===== src/rtl/fpaddsub_result_assembler.sv =====
// fpaddsub_result_assembler
//   Back end of the FP add/sub datapath. Takes the normalized sum from the
//   normalizer, rounds it to nearest-even (stage 1), then resolves the
//   front-end exception vector and packs the IEEE-style result (stage 2).
//
// Ports
//   clk, rst          clock, synchronous active-high reset
//   in_valid/in_ready upstream handshake (in_ready is combinational)
//   in_sign           sign of the normalized result
//   in_exp            biased exponent, two's complement, EXPONENT+2 bits
//   in_mant           normalized mantissa including hidden bit (MSB)
//   in_grs            guard, round, sticky
//   in_exc            {any, a_nan, b_nan, a_inf, b_inf} from the front end
//   in_sa, in_sb      operand signs
//   in_op             0 = add, 1 = subtract
//   out_valid/out_ready downstream handshake
//   out_result        packed {sign, exponent, fraction}
//   out_flags         {invalid, overflow, underflow, inexact, zero}
module fpaddsub_result_assembler #(
  parameter int DWIDTH   = 16,
  parameter int EXPONENT = 5,
  parameter int MANTISSA = 10
) (
  input  logic                  clk,
  input  logic                  rst,
  input  logic                  in_valid,
  output logic                  in_ready,
  input  logic                  in_sign,
  input  logic [EXPONENT+1:0]   in_exp,
  input  logic [MANTISSA:0]     in_mant,
  input  logic [2:0]            in_grs,
  input  logic [4:0]            in_exc,
  input  logic                  in_sa,
  input  logic                  in_sb,
  input  logic                  in_op,
  output logic                  out_valid,
  input  logic                  out_ready,
  output logic [DWIDTH-1:0]     out_result,
  output logic [4:0]            out_flags
);

  localparam int EW = EXPONENT + 2;
  // One extra bit so the rounding increment can never wrap the exponent.
  localparam int XW = EXPONENT + 3;
  localparam int MW = MANTISSA + 1;
  localparam logic [XW-1:0] EXP_MAX = XW'((1 << EXPONENT) - 1);
  localparam logic [DWIDTH-1:0] QNAN =
    {1'b0, {EXPONENT{1'b1}}, 1'b1, {(MANTISSA-1){1'b0}}};

  // Stage 1 registers
  logic          s1_valid_q, s1_valid_d;
  logic          s1_sign_q, s1_sign_d;
  logic [XW-1:0] s1_exp_q, s1_exp_d;
  logic [MW-1:0] s1_mant_q, s1_mant_d;
  logic          s1_inexact_q, s1_inexact_d;
  logic [4:0]    s1_exc_q, s1_exc_d;
  logic          s1_sa_q, s1_sa_d;
  logic          s1_sb_q, s1_sb_d;
  logic          s1_op_q, s1_op_d;

  // Stage 2 registers
  logic              s2_valid_q, s2_valid_d;
  logic [DWIDTH-1:0] s2_result_q, s2_result_d;
  logic [4:0]        s2_flags_q, s2_flags_d;

  logic s2_advance, s1_advance, accept;

  always_comb begin
    s2_advance = !s2_valid_q || out_ready;
    s1_advance = !s1_valid_q || s2_advance;
    in_ready   = s1_advance && !rst;
    accept     = in_valid && in_ready;
  end

  // Stage 1: round to nearest, ties to even
  logic          round_up;
  logic [MW:0]   mant_sum;
  logic [XW-1:0] exp_ext;
  logic [MW-1:0] mant_rnd;
  logic [XW-1:0] exp_rnd;

  always_comb begin
    round_up = in_grs[2] & (in_grs[1] | in_grs[0] | in_mant[0]);
    mant_sum = {1'b0, in_mant} + {{MW{1'b0}}, round_up};
    exp_ext  = {in_exp[EW-1], in_exp};
    if (mant_sum[MW]) begin
      // all-ones mantissa rounded up: renormalize by one place
      mant_rnd = mant_sum[MW:1];
      exp_rnd  = exp_ext + XW'(1);
    end else begin
      mant_rnd = mant_sum[MW-1:0];
      exp_rnd  = exp_ext;
    end
  end

  always_comb begin
    s1_valid_d   = s1_valid_q;
    s1_sign_d    = s1_sign_q;
    s1_exp_d     = s1_exp_q;
    s1_mant_d    = s1_mant_q;
    s1_inexact_d = s1_inexact_q;
    s1_exc_d     = s1_exc_q;
    s1_sa_d      = s1_sa_q;
    s1_sb_d      = s1_sb_q;
    s1_op_d      = s1_op_q;
    if (s1_advance) begin
      s1_valid_d = accept;
    end
    if (accept) begin
      s1_sign_d    = in_sign;
      s1_exp_d     = exp_rnd;
      s1_mant_d    = mant_rnd;
      s1_inexact_d = |in_grs;
      s1_exc_d     = in_exc;
      s1_sa_d      = in_sa;
      s1_sb_d      = in_sb;
      s1_op_d      = in_op;
    end
  end

  // Stage 2: exception resolution and packing
  logic              exc_any, a_nan, b_nan, a_inf, b_inf;
  logic              exp_le0, exp_ovf, mant_zero;
  logic              f_inv, f_ovf, f_unf, f_inx, f_zero;
  logic [DWIDTH-1:0] res_c;

  always_comb begin
    // The front end only raises individual exception bits together with any.
    exc_any   = s1_exc_q[4];
    a_nan     = exc_any & s1_exc_q[3];
    b_nan     = exc_any & s1_exc_q[2];
    a_inf     = exc_any & s1_exc_q[1];
    b_inf     = exc_any & s1_exc_q[0];
    exp_le0   = s1_exp_q[XW-1] || (s1_exp_q == '0);
    exp_ovf   = !s1_exp_q[XW-1] && (s1_exp_q >= EXP_MAX);
    mant_zero = (s1_mant_q == '0);

    res_c  = {s1_sign_q, s1_exp_q[EXPONENT-1:0], s1_mant_q[MANTISSA-1:0]};
    f_inv  = 1'b0;
    f_ovf  = 1'b0;
    f_unf  = 1'b0;
    f_inx  = s1_inexact_q;
    f_zero = 1'b0;

    if (a_nan || b_nan) begin
      res_c = QNAN;
      f_inx = 1'b0;
    end else if (a_inf && b_inf && (s1_sa_q ^ s1_sb_q ^ s1_op_q)) begin
      // inf - inf
      res_c = QNAN;
      f_inv = 1'b1;
      f_inx = 1'b0;
    end else if (a_inf) begin
      res_c = {s1_sa_q, {EXPONENT{1'b1}}, {MANTISSA{1'b0}}};
      f_inx = 1'b0;
    end else if (b_inf) begin
      // B's effective sign flips on subtraction
      res_c = {s1_sb_q ^ s1_op_q, {EXPONENT{1'b1}}, {MANTISSA{1'b0}}};
      f_inx = 1'b0;
    end else if (exp_ovf) begin
      res_c = {s1_sign_q, {EXPONENT{1'b1}}, {MANTISSA{1'b0}}};
      f_ovf = 1'b1;
      f_inx = 1'b1;
    end else if (exp_le0 || mant_zero) begin
      // no subnormal support: flush to signed zero
      res_c  = {s1_sign_q, {(DWIDTH-1){1'b0}}};
      f_unf  = exp_le0 && !mant_zero;
      f_zero = 1'b1;
    end
  end

  always_comb begin
    s2_valid_d  = s2_valid_q;
    s2_result_d = s2_result_q;
    s2_flags_d  = s2_flags_q;
    if (s2_advance) begin
      s2_valid_d = s1_valid_q;
      if (s1_valid_q) begin
        s2_result_d = res_c;
        s2_flags_d  = {f_inv, f_ovf, f_unf, f_inx, f_zero};
      end
    end
  end

  always_ff @(posedge clk) begin
    if (rst) begin
      s1_valid_q   <= 1'b0;
      s1_sign_q    <= 1'b0;
      s1_exp_q     <= '0;
      s1_mant_q    <= '0;
      s1_inexact_q <= 1'b0;
      s1_exc_q     <= '0;
      s1_sa_q      <= 1'b0;
      s1_sb_q      <= 1'b0;
      s1_op_q      <= 1'b0;
      s2_valid_q   <= 1'b0;
      s2_result_q  <= '0;
      s2_flags_q   <= '0;
    end else begin
      s1_valid_q   <= s1_valid_d;
      s1_sign_q    <= s1_sign_d;
      s1_exp_q     <= s1_exp_d;
      s1_mant_q    <= s1_mant_d;
      s1_inexact_q <= s1_inexact_d;
      s1_exc_q     <= s1_exc_d;
      s1_sa_q      <= s1_sa_d;
      s1_sb_q      <= s1_sb_d;
      s1_op_q      <= s1_op_d;
      s2_valid_q   <= s2_valid_d;
      s2_result_q  <= s2_result_d;
      s2_flags_q   <= s2_flags_d;
    end
  end

  always_comb begin
    out_valid  = s2_valid_q;
    out_result = s2_result_q;
    out_flags  = s2_flags_q;
  end

endmodule

===== config.mk =====
export PLATFORM = sky130hd
export DESIGN_NAME = fpaddsub_result_assembler
export DESIGN_NICKNAME = d
export VERILOG_FILES = /design/src/rtl/fpaddsub_result_assembler.sv
export SDC_FILE = /design/constraint.sdc
export NUM_CORES = 1
export LEC_CHECK = 0
export ABC_AREA = 1
export BUFFER_PORTS_ARGS = -buffer_cell sky130_fd_sc_hd__buf_2
export CORE_ASPECT_RATIO = 1.5
export CORE_MARGIN = 2
export CORE_UTILIZATION = 38
export DETAILED_ROUTE_END_ITERATION = 8
export PLACE_DENSITY = 0.55
export RECOVER_POWER = 100
export SYNTH_ARGS = -nofsm -noshare
export SYNTH_HDL_FRONTEND = slang
export SYNTH_SLANG_ARGS = --single-unit

===== constraint.sdc =====
create_clock -name clk -period 2.24 [get_ports clk]
set_clock_uncertainty 0.15 [all_clocks]
set_input_delay 0.448 -clock clk [delete_from_list [all_inputs] [get_ports clk]]
set_output_delay 0.448 -clock clk [all_outputs]
set_load 0.01 [all_outputs]

# Word-level counts from Yosys, hierarchy flattened
# Index checks and enable logic that the tools add are counted.
dict set report word_totals {
  inputBits 34
  wordCells 77
  ff_bits 52
  out_inout_bits 23
}
dict set report op_classes {
  n_bitwise 10
  n_reduce_logical 20
  muxes 32
  addsub 2
  n_lt_le_gt_ge 1
}
# cell count
set ops {}
lappend ops {{2-to-1 mux 16 bit} 4}
lappend ops {{2-to-1 mux 15 bit} 2}
lappend ops {{2-to-1 mux 1 bit} 24}
lappend ops {{adder 11 x 1 -> 12 bit} 1}
lappend ops {{zero test 11 bit} 1}
lappend ops {{2-to-1 mux 11 bit} 1}
lappend ops {{adder 7 x 2 -> 8 bit, second input constant} 1}
lappend ops {{>= comparator 8 x 5 -> 1 bit, second input constant} 1}
lappend ops {{zero test 8 bit} 1}
lappend ops {{2-to-1 mux 8 bit} 1}
lappend ops {{logical AND 1 bit} 6}
lappend ops {{AND 1 bit} 5}
lappend ops {{zero test 1 bit} 5}
lappend ops {{logical OR 1 bit} 5}
lappend ops {{OR reduction 3 bit} 1}
lappend ops {{bitwise XOR 1 bit} 3}
lappend ops {{bitwise OR 1 bit} 2}
lappend ops {{AND reduction 2 bit} 1}

# Logic depth before layout (Yosys ltp)
# Gate-level depths: netlist (run 1).
dict set report logic_depth {
  ltp_word 9
  depth_mapped 10
  depth_no_buf 10
}

# Worst setup path before layout (run 1)
# No wires, ideal clock.
dict set report synth_path {
  kind {input to register}
  from {input in_mant[0]}
  to {register s1_mant_q[10]}
  path_buffers 0
  setup_time_ns 0.115
  t_arrival_ns 1.400
  slack_ns 0.575
  stages 9
  required_ns 1.975
  path_cell_list {nand2_1 -> inv_1 -> ha_1 -> nand2_1 -> nor2_1 -> nand2_1 -> nor2_1 -> xor2_1 -> o21a_1}
}
dict set report synth_between {
  elab_chain_len 4
}
# element line
set synth_rtl {}
lappend synth_rtl {{start, declared} 30} ;# input logic [MANTISSA:0] in_mant,
lappend synth_rtl {{bitwise OR 1 bit} 83} ;# round_up = in_grs[2] & (in_grs[1] | in_grs[0] | in_mant[0]);
lappend synth_rtl {{AND 1 bit} 83}
lappend synth_rtl {{adder 11 x 1 -> 12 bit (*)} 84} ;# mant_sum = {1'b0, in_mant} + {{MW{1'b0}}, round_up};
lappend synth_rtl {{2-to-1 mux 11 bit (*)} 86} ;# if (mant_sum[MW]) begin
lappend synth_rtl {{end signal, assigned} 203} ;# s1_mant_q <= s1_mant_d;
lappend synth_rtl {{end, declared} 54} ;# logic [MW-1:0] s1_mant_q, s1_mant_d;
# Mark *: on every way between the ends. The rest lies on a longest branch, timed or not.
# A chain may end at the register's enable or synchronous reset.

# Final worst setup path (run 1)
dict set report layout_path {
  from {register s2_valid_q (netlist: out_valid)}
  to {register s1_exp_q[3]}
}
dict set report layout_between {
  elab_chain_len 5
}
# element line
set layout_rtl {}
lappend layout_rtl {{start, declared} 62} ;# logic s2_valid_q, s2_valid_d;
lappend layout_rtl {{start signal, assigned} 209} ;# s2_valid_q <= s2_valid_d;
lappend layout_rtl {{zero test 1 bit} 69} ;# s2_advance = !s2_valid_q || out_ready;
lappend layout_rtl {{logical OR 1 bit} 69}
lappend layout_rtl {{logical OR 1 bit} 70} ;# s1_advance = !s1_valid_q || s2_advance;
lappend layout_rtl {{logical AND 1 bit} 71} ;# in_ready = s1_advance && !rst;
lappend layout_rtl {{logical AND 1 bit} 72} ;# accept = in_valid && in_ready;
lappend layout_rtl {{end signal, assigned} 202} ;# s1_exp_q <= s1_exp_d;
lappend layout_rtl {{end, declared} 53} ;# logic [XW-1:0] s1_exp_q, s1_exp_d;
# No other way between the ends.

==> qor.yml, run 1 <==
track_usage: 0.1735
syn-num-nets: 406
crit_path_end_kind: "flip-flop"
cts_tree: "yes"
firstDrtPassIters: 4
critPathSlowestCell: "clkbuf_1"
row_count: 37
p_leak_nw: 1.281
drv_cap: 0
fmaxAchievable_mhz: 562.1
ant_nets: 0
hold_viol_final: 0
peakVddDrop_mv: 0.2363
ys_seq_elements: 52
avgRoutedWirePerCell_um: 12.56
powerDensity_mw_per_mm2: 612.6
fin_crit_ps: 1779
slew_violations: 0
die_h_um: 105.8
synth_common_cells: "nand2_1 (102), dfxtp_1 (52), inv_1 (36)"
drcViolationCount: 0
setup_violations: 0
clock-sinks: 52
synthesis.instances: 370
synth_top_area_share: 0.3964
drt-initial-drc-count: 116
dieArea_mm2: 0.007606
rsz0062_at_grt: "no"
slowest_delay_ps: 490
path_delay_family: "buffers and inverters"
initial_core_util: 0.3886
grt_pass1_vias: 2350
period_share: 0.7942
ctsHoldBuffers: 0
syn_area_mm2: 0.002626
ctsLongestPathBuffers: 2
crit_path_cell_trace: "nand3_1 > nand3_1 > inv_1 > clkbuf_1 > nand2_1 > o21ai_0 > inv_1"
dieWidth_um: 71.88
clockRootBuffer: "clkbuf_8"
cts_setup_buffers: 0
synth.area.top_cells: "dfxtp_1 (40%), nand2_1 (15%), a21oi_1 (6.1%)"
synth_warnings: 0
area_delta_synth_final_pct: 14.15
ys_types: 37
viasPerCell: 4.901
wirelength_um: 6341
fin_util: 0.4435
antenna_found_initial: 0
hold_path.class: "input pin to flip-flop"
cp_num_buf_inv: 3
portBuffers: 56
pin_count: 57
required_ps: 2300
outcome: "finished, final reports clean"
critPathMaxFanout: 15
vias: 2475
fin_tns_setup_ps: 0
ys.flop_type: "dfxtp_1"
n_antenna_cell: 0
insertion_delay_ps: 300
yosysMostFrequentCell: "nand2_1"
cts_buffers: 5
yosysSeqAreaShare: 0.3964
clkTransAtPathRegs_ps: 90
overflow: 0
cts_resized: 0
cp_data_arrival_time_ps: 1830
hpwlAfterDp_um: 4928
slew_headroom: 0.5853
grt_pass1_wl_um: 10660
gp_congestion: 0.7911
synth_edf_count: 0
worstMarginPinSlew_ps: 622.0
grt_max_degree: 30
syn_avg_cell_area_um2: 7.098
coreArea_mm2: 0.006759
htreeDepth: 2
synthArstFlopShare: 0
worstSetupStartpointType: "flip-flop"
final_nets: 462
synth_top_area_cell: "dfxtp_1"
critPathKind: "flip-flop to flip-flop"
layout-drive-gt1-share: 0.1546
[sequential cells by signal, indices dropped and copies added (netlist names)]
signal        count
s1_sa_q           1
s1_sb_q           1
s1_exp_q          8
s1_sign_q         1
s1_op_q           1
s1_valid_q        1
out_valid         1
out_flags         5
s1_inexact_q      1
s1_mant_q        11
s1_exc_q          5
out_result       16
[cells in the final DEF (no fill, tap or decap), types with 3 or more instances in the layout]
master and n:
xnor2_1 4, nand2_2 4, dfxtp_1 52, inv_1 36
o21ai_0 19, nand2_1 103, nor2_4 3, xor2_1 7
buf_4 3, clkbuf_8 6, clkbuf_1 28, buf_2 32
a21oi_2 4, nor2_1 33, nand3_1 33, inv_2 4
a21oi_1 32
[metrics by stage]
step           cells  hold WS, ps  instance area [um^2]  setup slack [ps]  power [mW]
6_report         505        182.2                  2998             460.9       1.836
4_1_cts          505        179.2                  3068             528.6       1.871
5_1_grt          505        184.4                  2998             224.5       1.937
2_1_floorplan    370        293.2                  2626             575.2       1.221
3_5_place_dp     497        307.4                  2974             331.0       1.320
3_3_place_gp     497        303.3                  2974             367.1       1.317
[cell type report]
| type | instances | area, um^2 |
|---|---|---|
| well taps | 78 | 97.59 |
| repair buffers | 62 | 284.0 |
| clock inverters | 1 | 7.507 |
| clock buffers | 7 | 86.33 |
| inverters | 41 | 158.9 |
| fillers | 770 | 3761 |
| multi-input cells | 264 | 1323 |
| flip-flops and latches | 52 | 1041 |
[worst paths after layout]
path | from | to | slack [ps] | cells past startpoint
max | out_valid | s1_exp_q[3] | 460 | 7
max reg2reg | out_valid | s1_exp_q[3] | 460 | 7
min reg2reg | out_flags[2] | out_flags[2] | 320 | 2
min | in_exc[0] | s1_exc_q[0] | 180 | 3
[where the power goes]
group	switching, mW	leakage, nW	internal (mW)
registers	0.0337	0.426	0.970
logic	0.181	0.810	0.101
clock network	0.299	0.0445	0.252
total	0.514	1.28	1.32
[worst reg2reg max path, stage by stage, from the launching register on]
cell and delay, ps:
dfxtp_1 340, nand3_1 150, nand3_1 160, inv_1 100, clkbuf_1 490, nand2_1 100, o21ai_0 150, inv_1 50
[cells by family (layout without fill, tap and decap cells)]
| family | Yosys count | after routing | synth area share |
|---|---|---|---|
| compound gates | 66 | 66 | 0.1472 |
| xor+xnor | 11 | 11 | 0.03668 |
| fa+ha+maj | 2 | 2 | 0.009527 |
| buf+inv | 54 | 111 | 0.08908 |
| flops | 52 | 52 | 0.3964 |
| simple gates | 185 | 185 | 0.3211 |
[metal layers]
metal,routed length [um],GRT usage,up-vias
met1,2725,0.2079,1114
met2,3243,0.3016,57
met5,0,0,-
li1,-,-,1295
met3,271,0.02964,9
met4,101,0.06873,0
Power figures use the tool's default switching activity.
==> run 2, diff against run 1 <==
ABC_AREA = 0   (was 1)
PLACE_DENSITY = 0.56   (was 0.55)
clock period = 1.85 ns   (was 2.24 ns; I/O delays follow)
==> run 2 against run 1 <==
Compared with the run above: cell count down 11%; sequential power up 24%; critical path depth is 3 lower; clock power is 50% higher; utilization rose by 5.7 points; global-route usage increased by 0.96 points; area after synthesis down 7.6%; critical endpoint is now in_ready; largest power group unchanged.
==> qor.yml, run 2 <==
drt-initial-drc-count: 75  # was 116
cpMostUsedCell: "nor2_1"
setup_violations: 0  # unchanged
grt_max_degree: 28  # was 30
ys.flop_type: "dfxtp_1"  # unchanged
r2r_slack_ps: 140  # was 460 ps
critPathKind: "flip-flop to primary output"  # was flip-flop to flip-flop
dieArea_mm2: 0.007056  # was 0.007606 mm^2
clkTransAtPathRegs_ps: 90  # about the same
avgRoutedWirePerCell_um: 14.03  # was 12.56 um
fmaxAchievable_mhz: 577.2
row_count: 35  # was 37
rsz0062_at_grt: "no"  # unchanged
viasPerCell: 5.387  # was 4.901
place_ws_ps: -80.82  # was 331.0 ps
peakVddDrop_mv: 0.3843  # was 0.2363 mV
crit_path_end_kind: "primary output"  # was flip-flop
ctsLongestPathBuffers: 2  # unchanged
worstSetupStartpointType: "flip-flop"  # unchanged
total_power_mw: 2.461  # was 1.836 mW
period_share: 0.9365
hold_path.class: "input pin to flip-flop"  # unchanged
overflow: 0  # unchanged
crit_path_cell_trace: "nand2b_1 > nor2_1 > nor2_1 > buf_2"  # was nand3_1 > nand3_1 > inv_1 > clkbuf_1 > nand2_1 > o21ai_0 > inv_1
p_int_mw: 1.840  # was 1.323 mW
syn-num-nets: 325  # was 406
p_sw_frac: 0.2524  # was 0.2796
die_h_um: 101.9  # was 105.8 um
r2r-end: "out_result[8]"  # was s1_exp_q[3]
min_from: "in_exc[3]"  # was in_exc[0]
syn_avg_cell_area_um2: 8.399  # was 7.098 um^2
hpwlAfterDp_um: 5079  # was 4928 um
gp_congestion: 0.8465  # was 0.7911
n_fill_cell: 640  # was 770
drcViolationCount: 0  # unchanged
wirelength_um: 6314  # was 6341 um
synth.area.top_cells: "dfxtp_1 (43%), nand2_1 (5.6%), nand3_1 (5.2%)"  # was dfxtp_1 (40%), nand2_1 (15%), a21oi_1 (6.1%)
n_antenna_cell: 0  # unchanged
antenna_found_initial: 0  # unchanged
synth_common_cells: "dfxtp_1 (52), nand2_1 (36), nand3_1 (25), nor2_1 (25), o21ai_0 (22)"  # was nand2_1 (102), dfxtp_1 (52), inv_1 (36)
powerDensity_mw_per_mm2: 796.3  # was 612.6 mW/mm^2
firstDrtPassIters: 4  # unchanged
outcome: "finished, final reports clean"  # unchanged
cts_buffers: 5  # unchanged
clockPowerShare: 0.336  # was 0.300
worstMarginPinSlew_ps: 619.8  # was 622.0 ps
insertion_delay_ps: 300  # about the same
pin_count: 57  # unchanged
dieWidth_um: 69.26  # was 71.88 um
grt_pass1_wl_um: 10520  # was 10660 um
seq_power_share: 0.502  # was 0.547
dpl_cell_area_mm2: 0.003017  # was 0.002974 mm^2
initial_core_util: 0.3931  # was 0.3886
critPathSlowestCell: "dfxtp_1"  # was clkbuf_1
area_delta_synth_final_pct: 27.32  # was 14.15%
fin_crit_ps: 1733
clockRootBuffer: "clkbuf_8"  # unchanged
path_delay_family: "simple AND/OR/NAND/NOR gates"  # was buffers and inverters
pwr-share-comb: 0.161  # was 0.154
vias: 2424  # was 2475
fin_hold_ws_ps: 107.0  # was 182.2 ps
slowest_delay_ps: 370  # was 490 ps
fin_tns_setup_ps: 0  # unchanged
p_leak_nw: 1.183  # was 1.281 nW
cp_num_buf_inv: 1  # was 3
coreArea_mm2: 0.006175  # was 0.006759 mm^2
clock-sinks: 52  # unchanged
drv_cap: 0  # unchanged
yosysSeqAreaShare: 0.4289  # was 0.3964
ctsHoldBuffers: 0  # unchanged
slew_violations: 0  # unchanged
rr_worst_depth: 6  # was 7
cts_tree: "yes"  # unchanged
required_ps: 1330  # was 2300 ps
r2r_start: "s1_mant_q[6]"  # was out_valid
layout-drive-gt1-share: 0.2128  # was 0.1546
largest_reg_flops: 16  # unchanged
ys_seq_elements: 52  # unchanged
holdPathStages: 3  # unchanged
grt_pass1_vias: 2331  # was 2350
critPathMaxFanout: 7  # was 15
post-route-cell-area_mm2: 0.003090  # was 0.002998 mm^2
ant_nets: 0  # unchanged
ys_types: 48  # was 37
htreeDepth: 2  # unchanged
track_usage: 0.1831  # was 0.1735
synth_top_area_cell: "dfxtp_1"  # unchanged
worst_slack_ps: 117.4  # was 460.9 ps
cts_setup_buffers: 0  # unchanged
synth_warnings: 0  # unchanged
synthArstFlopShare: 0  # unchanged
hold_viol_final: 0  # unchanged
yosysMostFrequentCell: "dfxtp_1"  # was nand2_1
syn_area_mm2: 0.002427  # was 0.002626 mm^2
min_to: "s1_exc_q[3]"  # was s1_exc_q[0]
slew_headroom: 0.5853  # about the same
layout_common_cells: "dfxtp_1 (52), nand2_1 (36), buf_2 (35)"  # was nand2_1 (103), dfxtp_1 (52), inv_1 (36)
cp_data_arrival_time_ps: 1210  # was 1830 ps
synth_top_area_share: 0.4289  # was 0.3964
mostFrequentLayoutCell: "dfxtp_1"  # was nand2_1
final_nets: 411  # was 462
p_sw_mw: 0.6212  # was 0.5135 mW
portBuffers: 56  # unchanged
synthesis.instances: 289  # was 370
synth_edf_count: 0  # unchanged
-- run 2: cell count changes in the layout (fill, tap and decap cells not counted), moves of 5 or more --
cell | before | now
a211oi_1 | 0 | 7
a21oi_1 | 32 | 10
a22o_1 | 0 | 9
a311oi_1 | 0 | 6
buf_4 | 3 | 29
inv_1 | 36 | 10
nand2_1 | 103 | 36
nand3_1 | 33 | 25
nand4_1 | 2 | 7
nor2_1 | 33 | 25
nor3_1 | 1 | 7
xor2_1 | 7 | 1
-- run 2: routing by layer --
layer | up-vias | part of all wire | global-route usage
li1 | 1246 | - | -
met1 | 1111 | 0.42 | 0.2016
met2 | 56 | 0.53 | 0.3536
met3 | 11 | 0.033 | 0.02465
met4 | 0 | 0.019 | 0.07240
met5 | - | 0 | 0
-- run 2: cell families after synthesis --
kind of cell / Yosys count / synth area share
AND/OR/NAND/NOR: 126 / 0.2649
AO/OA/AOI/OAI: 76 / 0.2155
flip-flops: 52 / 0.4289
buffers and inverters: 23 / 0.03763
XOR/XNOR: 8 / 0.03454
multiplexers: 2 / 0.008248
adder cells (fa/ha/maj): 2 / 0.01031
-- run 2: through the flow --
stage / util / std cells
3_3_place_gp: 0.4886 / 442
5_1_grt: 0.5005 / 450
2_1_floorplan: - / 289
6_report: 0.5005 / 450
4_1_cts: 0.5090 / 450
3_5_place_dp: 0.4886 / 442
-- run 2: how the worst max path moves through the flow --
stage / startpoint / endpoint / slack, ps / cells after the start
after floorplan: rst / out_result[0] / 130 / 6
after global placement: rst / s1_exp_q[7] / -20 / 6
after detailed placement: in_mant[0] / s1_mant_q[10] / -80 / 7
after CTS: out_valid / in_ready / 100 / 4
after global routing: out_valid / in_ready / 10 / 4
final: out_valid / in_ready / 120 / 4
-- run 2: layout make-up --
class                           instances  area (um^2)  share of cell area
Clock buffer                            7        96.34             0.03117
Clock inverter                          1        30.03            0.009717
Inverter                               10        37.54             0.01215
Multi-Input combinational cell        214         1290              0.4174
Sequential cell                        52         1041              0.3368
Tap cell                               74        92.59             0.02996
Timing Repair Buffer                   92        503.0              0.1628
-- run 2: worst register-to-register path, cell delays in order, from the launching register on --
cell      delay, ps
dfxtp_1         330
nor4_1          290
clkbuf_1        180
and3_1          260
nor4b_4          60
buf_4           170
a22o_1          180
-- run 2: power by group through the flow --
| stage | registers [mW] | logic, mW | clock network (mW) |
|---|---|---|---|
| floorplan | 1.26 | 0.222 | 0 |
| CTS | 1.24 | 0.412 | 0.857 |
| finish | 1.24 | 0.397 | 0.828 |
| detailed placement | 1.26 | 0.410 | 0 |
| global route | 1.25 | 0.443 | 0.899 |
| global placement | 1.26 | 0.406 | 0 |
-- run 2: repair_timing --
action,CTS,global route
resized for setup,0,1
hold endpoints to repair,0,0
setup endpoints to repair,0,5
==> run 3, diff against run 2 <==
PLACE_DENSITY = 0.58   (was 0.56)
REMOVE_ABC_BUFFERS = 1   (was unset)
clock period = 2 ns   (was 1.85 ns; I/O delays follow)
==> run 3 against run 2 <==
Compared with the run above: global-route usage is 0.39 points higher; setup slack gained 73 ps; hold slack improved by 32 ps; critical endpoint unchanged; via count is 2.4% lower; final area down 4.9%; wire length decreased by 1.2%; sequential power fell by 7%; utilization fell by 2.5 points; cell count fell by 2.9%; sequential share of layout area grew 1.7 points; critical path depth grew 1; largest power group unchanged; highest routed layer unchanged.
==> qor.yml, run 3 (synthesis gave the netlist of run 2 again) <==
hpwlAfterDp_um: 4941  # was 5079 um
holdPathStages: 3  # unchanged
path_depth: 5  # was 4
worstMarginPinSlew_ps: 547.9  # was 619.8 ps
final_nets: 398  # was 411
fin_hold_ws_ps: 138.6  # was 107.0 ps
rsz0062_at_grt: "no"  # unchanged
track_usage: 0.1870  # was 0.1831
min_from: "in_sa"  # was in_exc[3]
hold_path.class: "input pin to flip-flop"  # unchanged
gp_congestion: 0.8381  # was 0.8465
ctsHoldBuffers: 0  # unchanged
cp_data_arrival_time_ps: 1260  # was 1210 ps
required_ps: 1450  # was 1330 ps
drv_cap: 0  # unchanged
drt-initial-drc-count: 124  # was 75
wirelength_um: 6236  # was 6314 um
clockRootBuffer: "clkbuf_8"  # unchanged
cts_buffers: 5  # unchanged
slowest_delay_ps: 330  # was 370 ps
cts_resized: 0  # unchanged
fmaxAchievable_mhz: 552.6
slew_violations: 0  # unchanged
drcViolationCount: 0  # unchanged
row_count: 35  # unchanged
n_antenna_cell: 0  # unchanged
pin_count: 57  # unchanged
layout_common_cells: "dfxtp_1 (52), nand2_1 (36), clkbuf_1 (34)"  # was dfxtp_1 (52), nand2_1 (36), buf_2 (35)
worstSetupStartpointType: "flip-flop"  # unchanged
layout-drive-gt1-share: 0.1625  # was 0.2128
cts_tree: "yes"  # unchanged
area_delta_synth_final_pct: 21.08  # was 27.32%
min_to: "s1_sa_q"  # was s1_exc_q[3]
vias: 2367  # was 2424
stdcell_count: 437  # was 450
avgRoutedWirePerCell_um: 14.27  # was 14.03 um
grt_pass1_vias: 2302  # was 2331
htreeDepth: 2  # unchanged
slew_headroom: 0.6334  # was 0.5853
viasPerCell: 5.416  # was 5.387
portBuffers: 56  # unchanged
period_share: 0.9048
dieWidth_um: 69.26  # unchanged
grt_pass1_wl_um: 10760  # was 10520 um
cp_num_buf_inv: 2  # was 1
grt_max_degree: 28  # unchanged
ant_nets: 0  # unchanged
die_h_um: 101.9  # unchanged
initial_core_util: 0.3931  # unchanged
critPathSlowestCell: "dfxtp_1"  # unchanged
p_leak_nw: 1.080  # was 1.183 nW
critPathKind: "flip-flop to primary output"  # unchanged
dieArea_mm2: 0.007056  # unchanged
outcome: "finished, final reports clean"  # unchanged
n_fill_cell: 651  # was 640
insertion_delay_ps: 300  # about the same
clkTransAtPathRegs_ps: 90  # about the same
fin_crit_ps: 1810
path_delay_family: "flip-flops"  # was simple AND/OR/NAND/NOR gates
rr_worst_depth: 4  # was 6
crit_path_end_kind: "primary output"  # unchanged
r2r_start: "out_valid"  # was s1_mant_q[6]
r2r-end: "out_result[4]"  # was out_result[8]
r2r_slack_ps: 250  # was 140 ps
clock-sinks: 52  # unchanged
place_ws_ps: 27.27  # was -80.82 ps
powerDensity_mw_per_mm2: 709.9  # was 796.3 mW/mm^2
mostFrequentLayoutCell: "dfxtp_1"  # unchanged
fin_tns_setup_ps: 0  # unchanged
antenna_found_initial: 0  # unchanged
worst_slack_ps: 190.5  # was 117.4 ps
setup_violations: 0  # unchanged
peakVddDrop_mv: 0.2462  # was 0.3843 mV
overflow: 0  # unchanged
hold_viol_final: 0  # unchanged
placed_cells: 429  # was 442
coreArea_mm2: 0.006175  # unchanged
cts_setup_buffers: 0  # unchanged
firstDrtPassIters: 4  # unchanged
ctsLongestPathBuffers: 2  # unchanged
crit_path_cell_trace: "nand2b_1 > clkbuf_1 > nor2_1 > nor2_1 > clkbuf_1"  # was nand2b_1 > nor2_1 > nor2_1 > buf_2
largest_reg_flops: 16  # unchanged
critPathMaxFanout: 5  # was 7
run 3: cell type report:
cell class	count	area (um^2)	area share
multi-input cells	214	1290	0.4389
flip-flops and latches	52	1041	0.3542
repair buffers	79	387.9	0.1320
well taps	74	92.59	0.03150
clock buffers	8	90.09	0.03065
inverters	10	37.54	0.01277
run 3: where the power goes:
group          internal [mW]  switching [mW]
logic                  0.145           0.194
registers               1.10          0.0517
clock network          0.283           0.316
total                   1.53           0.561
run 3: worst max path at each step:
stage | slack [ps] | startpoint | to
3_5_place_dp | 30 | in_mant[7] | s1_exp_q[6]
6_report | 190 | out_valid | in_ready
5_1_grt | 60 | in_mant[0] | s1_exp_q[1]
3_3_place_gp | 80 | in_mant[1] | s1_exp_q[6]
4_1_cts | 180 | out_valid | in_ready
2_1_floorplan | -260 | rst | s1_mant_q[9]
run 3: per-layer routing:
layer  track usage  up-vias  wire length (um)  share of wire
met5             0        -                 0              0
met4       0.07089        0               116          0.019
met3       0.02465        8               180          0.029
met2        0.3550       46              3234           0.52
met1        0.2124     1086              2704           0.43
li1              -     1227                 -              -
run 3: per-stage QoR:
| stage | total power, mW | area [um^2] | utilization |
|---|---|---|---|
| after detailed placement | 1.526 | 2919 | 0.4727 |
| final | 2.086 | 2939 | 0.4760 |
| after global placement | 1.519 | 2919 | 0.4727 |
| after floorplan | 1.358 | 2374 | - |
| after CTS | 2.120 | 3009 | 0.4873 |
| after global routing | 2.204 | 2939 | 0.4760 |
run 3: worst min-delay path, stage by stage:
cell,delay [ps]
buf_2,70
nand2_1,30
o21ai_0,50
